### config.mk
export PLATFORM = sky130hd
export DESIGN_NAME = ext_sram_arbiter
export DESIGN_NICKNAME = d
export VERILOG_FILES = /design/src/rtl/ext_sram_arb_pkg.sv /design/src/rtl/ext_sram_starve_ctr.sv /design/src/rtl/ext_sram_arbiter.sv
export SDC_FILE = /design/constraint.sdc
export NUM_CORES = 1
export LEC_CHECK = 0
export BUFFER_PORTS_ARGS = -buffer_cell sky130_fd_sc_hd__buf_2
export CORE_MARGIN = 1
export CORE_UTILIZATION = 25
export CTS_CLUSTER_SIZE = 20
export DETAILED_ROUTE_END_ITERATION = 8
export GPL_TIMING_DRIVEN = 0
export HOLD_SLACK_MARGIN = 0.08
export PLACE_DENSITY = 0.6
export SLEW_MARGIN = 20
export SYNTH_ARGS = -nofsm -noshare
export SYNTH_HDL_FRONTEND = slang
export SYNTH_SLANG_ARGS = --single-unit
### constraint.sdc
create_clock -name clk -period 3 [get_ports clk]
set_clock_uncertainty 0.2 [all_clocks]
set_input_delay 0.6 -clock clk [delete_from_list [all_inputs] [get_ports clk]]
set_output_delay 0.6 -clock clk [all_outputs]
set_load 0.01 [all_outputs]
### src/rtl/ext_sram_arb_pkg.sv
// rtl/ext_sram_arb_pkg.sv - shared types and constants for the external SRAM arbiter
package ext_sram_arb_pkg;

  localparam int STARVE_W = 8;
  localparam logic [1:0] WEN_READ = 2'b11;

  typedef enum logic [1:0] {
    OWN_NONE = 2'd0,
    OWN_CPU  = 2'd1,
    OWN_DMA  = 2'd2
  } own_e;

endpackage

### src/rtl/ext_sram_starve_ctr.sv
// rtl/ext_sram_starve_ctr.sv - DMA starvation counter; raises a one-cycle forced DMA grant
module ext_sram_starve_ctr
  import ext_sram_arb_pkg::*;
#(
  parameter int STARVE_MAX = 8
) (
  input  logic clk,
  input  logic reset_n,
  input  logic dma_req,
  input  logic dma_gnt,
  output logic force_grant
);

  localparam logic [STARVE_W-1:0] STARVE_LIM = STARVE_W'(STARVE_MAX);

  logic [STARVE_W-1:0] starve_q, starve_d;
  logic                force_q, force_d;

  // force_d is only raised on the increment that lands on the limit, so it
  // lasts exactly one cycle; the counter saturates instead of wrapping.
  always_comb begin
    starve_d = starve_q;
    force_d  = 1'b0;
    if (dma_gnt || !dma_req) begin
      starve_d = '0;
    end else if (starve_q != '1) begin
      starve_d = starve_q + STARVE_W'(1);
      force_d  = (starve_d == STARVE_LIM);
    end
  end

  always_ff @(posedge clk or negedge reset_n) begin
    if (!reset_n) begin
      starve_q <= '0;
      force_q  <= 1'b0;
    end else begin
      starve_q <= starve_d;
      force_q  <= force_d;
    end
  end

  assign force_grant = force_q;

endmodule

### src/rtl/ext_sram_arbiter.sv
// rtl/ext_sram_arbiter.sv - shares one SRAM adapter port between the CPU (priority) and a DMA master
module ext_sram_arbiter
  import ext_sram_arb_pkg::*;
#(
  parameter int ADDR_WIDTH = 9,
  parameter int STARVE_MAX = 8
) (
  input  logic                  clk,
  input  logic                  reset_n,
  input  logic [ADDR_WIDTH-1:0] cpu_addr,
  input  logic                  cpu_cen,
  input  logic [1:0]            cpu_wen,
  input  logic [15:0]           cpu_din,
  output logic [15:0]           cpu_dout,
  output logic                  cpu_wait,
  input  logic                  dma_req,
  input  logic [ADDR_WIDTH-1:0] dma_addr,
  input  logic [1:0]            dma_wen,
  input  logic [15:0]           dma_din,
  output logic                  dma_gnt,
  output logic [15:0]           dma_dout,
  output logic                  dma_rvalid,
  output logic [ADDR_WIDTH-1:0] ram_addr,
  output logic                  ram_cen,
  output logic [1:0]            ram_wen,
  output logic [15:0]           ram_din,
  input  logic [15:0]           ram_dout
);

  logic  cpu_act, dma_act, cpu_win, dma_win, force_grant;
  own_e  rd_own_q, rd_own_d;
  logic [15:0] cpu_hold_q, cpu_hold_d, dma_hold_q, dma_hold_d;

  ext_sram_starve_ctr #(
    .STARVE_MAX(STARVE_MAX)
  ) u_starve (
    .clk        (clk),
    .reset_n    (reset_n),
    .dma_req    (dma_req),
    .dma_gnt    (dma_win),
    .force_grant(force_grant)
  );

  assign cpu_act = !cpu_cen;
  assign dma_act = dma_req;
  assign dma_win = dma_act && (force_grant || !cpu_act);
  assign cpu_win = cpu_act && !dma_win;

  assign dma_gnt  = dma_win;
  assign cpu_wait = cpu_act && dma_win;

  // Idle cycles keep the CPU address/data on the bus so the adapter sees no toggling.
  assign ram_cen  = !(cpu_win || dma_win);
  assign ram_addr = dma_win ? dma_addr : cpu_addr;
  assign ram_din  = dma_win ? dma_din  : cpu_din;
  assign ram_wen  = dma_win ? dma_wen  : (cpu_win ? cpu_wen : WEN_READ);

  always_comb begin
    rd_own_d = OWN_NONE;
    if (cpu_win && (cpu_wen == WEN_READ)) begin
      rd_own_d = OWN_CPU;
    end else if (dma_win && (dma_wen == WEN_READ)) begin
      rd_own_d = OWN_DMA;
    end
  end

  always_comb begin
    cpu_hold_d = (rd_own_q == OWN_CPU) ? ram_dout : cpu_hold_q;
    dma_hold_d = (rd_own_q == OWN_DMA) ? ram_dout : dma_hold_q;
  end

  always_ff @(posedge clk or negedge reset_n) begin
    if (!reset_n) begin
      rd_own_q   <= OWN_NONE;
      cpu_hold_q <= '0;
      dma_hold_q <= '0;
    end else begin
      rd_own_q   <= rd_own_d;
      cpu_hold_q <= cpu_hold_d;
      dma_hold_q <= dma_hold_d;
    end
  end

  assign cpu_dout   = cpu_hold_d;
  assign dma_dout   = dma_hold_d;
  assign dma_rvalid = (rd_own_q == OWN_DMA);

endmodule

# Word level (Yosys, flattened, before mapping)
# Cells that the tools add are included.
# classes
reduce_logical	13
addsub	1
muxes	12
n_eq_ne	6
# ops
op	count
16-bit two-way mux	3
8-bit two-way mux	2
9-bit two-way mux	1
8-bit by 1-bit adder with 8-bit output, second input constant	1
8-bit by 4-bit equality test with 1-bit output, second input constant	1
2-bit two-way mux	4
8-bit != test, second input constant	1
2-bit equality test, second input constant	3
1-bit logical AND	5
1-bit zero test	4
1-bit logical OR	3
2-bit by 1-bit equality test with 1-bit output, second input constant	1
1-bit two-way mux	2
2-bit nonzero test	1
# totals
out_inout_bits	63
word_cells	37
register_bits	43

# Logic depth before layout (Yosys ltp)
# logic_depth
depth_word	6
depth_mapped	5

# Hierarchy
# From an unflattened synthesis, not the netlist that was laid out.
# hier_totals
hier_cells	165
hier_area_um2	2189.6
# modules_own_cells
mod	area_each_um2	seq_area_each_um2	cells_each	n_inst
ext_sram_arbiter	1669.1	850.8	112	1
ext_sram_starve_ctr	520.5	225.2	53	1

# Least setup slack after synthesis
# Ideal clock, no wire load.
# synth_timing
path_kind	input-to-output
start	in cpu_cen
end	out ram_din[10]
required_ns	2.200
arrival_time_ns	1.528
n_path_buf	2
setup_slack_ns	0.672
path_stages	5
path_cell_list	o21ai_0 > clkbuf_1 > clkbuf_1 > nand2_1 > nand2_1
# synth_via
elab_chain_cells	3
# synth_rtl
element	line_no	source
from (decl)	ext_sram_arbiter.sv:11	input logic cpu_cen,
1-bit logical OR	ext_sram_arbiter.sv:46	assign dma_win = dma_act && (force_grant || !cpu_act);
1-bit logical AND	ext_sram_arbiter.sv:46	
16-bit two-way mux	ext_sram_arbiter.sv:55	assign ram_din = dma_win ? dma_din : cpu_din;
to (decl)	ext_sram_arbiter.sv:26	output logic [15:0] ram_din,
# Every way passes these cells.

# Final worst setup path
# layout_timing
start	in cpu_cen
end	out ram_din[6]
# Same word-level chain as after synthesis.

==> results list <==
* Placer's final routability congestion estimate: 0.825
* Overall die area: 8780 um^2
- Syn Inst Count: 218
* Final #Nets: between 400 and 500
- Number of remaining DRC errors: 0
- Post-Route WL: about 5500 um
- Library cell used as clock root buffer: clkbuf_8
* Post-detailed-placement cell area: between 2000 and 3000 um^2
- The clock net in this run drives a total of 43 sinks.
- Cell class contributing the biggest share of worst-path delay: buffers and inverters
- Post-synthesis adder-cell area fraction: 0.00595
- In the final layout, the share of cells above drive strength 1 is 0.508.
- HPWL after detailed placement: 4330 um
* Compound-Gate Fraction of Synth Area: 0.0535
* 1st-pass router iterations: 4
- After synthesis, the share of cell area in mux cells is 0.171.
- Maximum buffer depth of the clock tree: 2
- Entering global routing, the biggest net connects 44 pins.
* Port Buffers: 136
- Maximum single-stage delay on the critical path: 0.38 ns
- Main combinational cell family by area after synthesis: simple AND/OR/NAND/NOR gates
- Simple-gate area share of the yosys netlist: 0.220
- Static Leak: 1.60 nW
- Final hold viol count: 0
* Non-Filler Cell Area, Final: ~3000 um^2
- The flow ran to the end, and the final reports show no timing, DRC or antenna violations.
* Post-route setup TNS: 0 ns
- At the worst endpoint, the arrival time is just under 2 ns.
* VDD IR max: 0.000175 V
- Headroom to the max-slew limit: 0.638
* Chip width: 93.7 um
* Post-synthesis share of cell area spent on xor and xnor gates: 0.00416
- The floorplan step defined a core boundary enclosing between 8000 and 9000 um^2.
* Total of flip-flops plus latches after synthesis: 43
* Summed instance area of the synthesized netlist: approximately 2100 um^2
* Unique masters post-synth: 29
- In the final routed layout, each cell accounts on average for 11.8 um.
- At the pin with the least slew margin, the transition time is between 0.5 and 0.6 ns.
* CTS tree: built
- Timing would allow up to roughly 360 MHz.
- Critical path buffers and inverters: 4
- After clock tree synthesis, the clock-pin slew on the worst setup and hold paths is ~0.08 ns.
- The first global-routing pass estimated ~9100 um of wire.
- For this run, the total global-route usage over all layers was measured as 0.134.
- The clock reaches the later pin of the worst-skew pair after 0.29 ns.
- A synthesized cell averages 9.65 um^2.
* Total instance count after detailed placement: 459
- Initial antenna violation count: 0
- On the critical path, the stage with the largest delay is an instance of clkbuf_1.
- Data on the critical path is required at its endpoint by 2.20 ns.
* Worst Slack Setup Final: 0.218 ns
- For this block, the initial DRC count from the detailed router was 26.
- Largest fanout on the critical path: 10
* P&R area growth vs syn: 43.2%
- Synth warnings: 0
- For this block, the via count after detailed routing is 2045.
* Worst Hold Margin: 0.0810 ns
- Total number of placement rows: 33
* Worst setup path category: in2out
- The clock tree synthesis step divided the H-tree into 2 levels.
* Type of element capturing the critical path: output port
* Initial standard-cell utilization of the core: 0.257
- CP startpoint kind: input pin
* Maximum Capacitance Violations: 0
* Net Count, Synth: just under 300
- After detailed routing, the number of vias per cell comes to 4.38.
* Number of max-slew violations in the final report: 0
- Worst-path cell chain: buf_2 > o21ai_0 > clkbuf_1 > clkbuf_1 > nand2_1 > nand2_1 > buf_2
* Post-detailed-route count of antenna-violating nets: 0
- For this run, the register share of the synthesized area comes to 0.512.
- The via count of the first global-routing pass was 1977.
- Die span in y: 93.7 um
- The number of clock buffers added by TritonCTS is 5.
- At the placement stage, the worst setup path has a slack of a little under 0.06 ns.
* Setup repair after global routing missed its margin: false
* Final setup violation count: 0
- Final standard cell count with taps included and fillers excluded: 467
- Overflow after GRT: 0
- Of the available clock period, the critical path in the final layout requires 0.927.
- 0 antenna diodes ended up in the layout.
* Min Clock Period, post-route: 2.78 ns
- Type of the worst min-delay path: in2async
- Hold-fix buffers at CTS: 0
- Power spread over the standard cell area amounts to 507 nW/um^2.
- Ports placed on the boundary: between 100 and 150
-- worst reg2reg max path: cells and delay by family (launching register included) --
family,cells,cell delay [ns]
buffers and inverters,2,0.70
DFF,1,0.39
muxes,1,0.38
and+or+nand+nor,1,0.07
-- cell usage after synthesis (all sizes together) --
| cell type | number | area (um^2) |
|---|---|---|
| a31oi | 6 | 37.5 |
| nand4 | 2 | 12.5 |
| nand2 | 82 | 308 |
| a21oi | 3 | 15.0 |
| and4 | 1 | 8.76 |
| nor3b | 1 | 7.51 |
| mux2 | 32 | 360 |
| nand2b | 1 | 6.26 |
| nor2 | 2 | 7.51 |
| clkbuf | 12 | 45.0 |
| a21boi | 1 | 7.51 |
| xnor2 | 1 | 8.76 |
| nand3 | 5 | 25.0 |
| or3 | 1 | 6.26 |
| and3 | 3 | 18.8 |
| nor2b | 2 | 12.5 |
| or4 | 1 | 11.3 |
| inv | 1 | 3.75 |
| buf | 3 | 21.3 |
| a211oi | 2 | 20.0 |
| or3b | 1 | 8.76 |
| a21o | 1 | 7.51 |
| o21ai | 3 | 15.0 |
| a21bo | 1 | 10.0 |
| ha | 1 | 12.5 |
| dfrtp | 43 | 1080 |
| nor3 | 6 | 30.0 |
-- metrics by stage --
step,util,power (mW)
floorplan,-,0.950
CTS,0.368,1.56
finish,0.369,1.53
global route,0.369,1.64
detailed placement,0.357,1.17
global placement,0.357,1.16
-- cell families (layout without fill, tap and decap cells) --
group | count (synthesis) | after routing
AO/OA/AOI/OAI | 17 | 17
buffers and inverters | 16 | 160
flip-flops | 43 | 43
XOR/XNOR | 1 | 1
multiplexers | 32 | 32
adder cells (fa/ha/maj) | 1 | 1
AND/OR/NAND/NOR | 108 | 108
-- cell type report --
| type | count | area, um^2 |
|---|---|---|
| fillers | 868 | 5160 |
| flip-flops and latches | 43 | 1080 |
| multi-input cells | 159 | 957 |
| repair buffers | 136 | 683 |
| well taps | 105 | 131 |
| clock buffers | 5 | 68.8 |
| plain buffers | 15 | 68.8 |
| clock inverters | 3 | 23.8 |
| inverters | 1 | 3.75 |
-- cells in the final DEF (no fill, tap or decap), types with 5 or more instances in the layout --
| cell type | n |
|---|---|
| buf_2 | 137 |
| nand2_1 | 82 |
| dfrtp_1 | 43 |
| mux2_2 | 32 |
| clkbuf_1 | 10 |
| nor3_1 | 6 |
| a31oi_1 | 6 |
| nand3_1 | 5 |
| clkbuf_8 | 5 |
-- metal layers --
layer | wire, um | up-vias | share of wire | global-route usage
met3 | 447 | 5 | 0.081 | 0.0413
met5 | 0 | - | 0 | 0
li1 | - | 1010 | - | -
met4 | 73 | 0 | 0.013 | 0.0462
met1 | 2180 | 934 | 0.39 | 0.143
met2 | 2830 | 96 | 0.51 | 0.249
-- worst paths after layout --
path / to / from / slack [ns] / depth (start not counted)
max: ram_din[6] / cpu_cen / 0.22 / 7
min: cpu_hold_q[0] / reset_n / 0.08 / 1
max reg2reg: cpu_hold_q[8] / rd_own_q[0] / 1.16 / 4
min reg2reg: cpu_hold_q[8] / cpu_hold_q[8] / 0.30 / 1
max in group asynchronous: dma_hold_q[4] / reset_n / 2.15 / 1
min in group clk: cpu_hold_q[8] / cpu_hold_q[8] / 0.30 / 1
-- sequential cells by signal (all words and copies together), names as in the netlist --
register and count:
u_starve.force_grant 1, dma_hold_q 16, u_starve.starve_q 8, cpu_hold_q 16
rd_own_q 2
-- timing repair --
| action | CTS | global route |
|---|---|---|
| gates resized for setup | 0 | 4 |
| setup endpoints to repair | 0 | 10 |
| setup buffers | 0 | 0 |
-- where the power goes --
| part | switching (mW) | internal, mW | total, mW | leakage [nW] |
|---|---|---|---|---|
| clock network | 0.212 | 0.166 | 0.379 | 0.0408 |
| logic | 0.228 | 0.219 | 0.447 | 1.03 |
| registers | 0.0230 | 0.678 | 0.701 | 0.531 |
| total | 0.463 | 1.06 | 1.53 | 1.60 |
(Power assumes the default switching activity.)
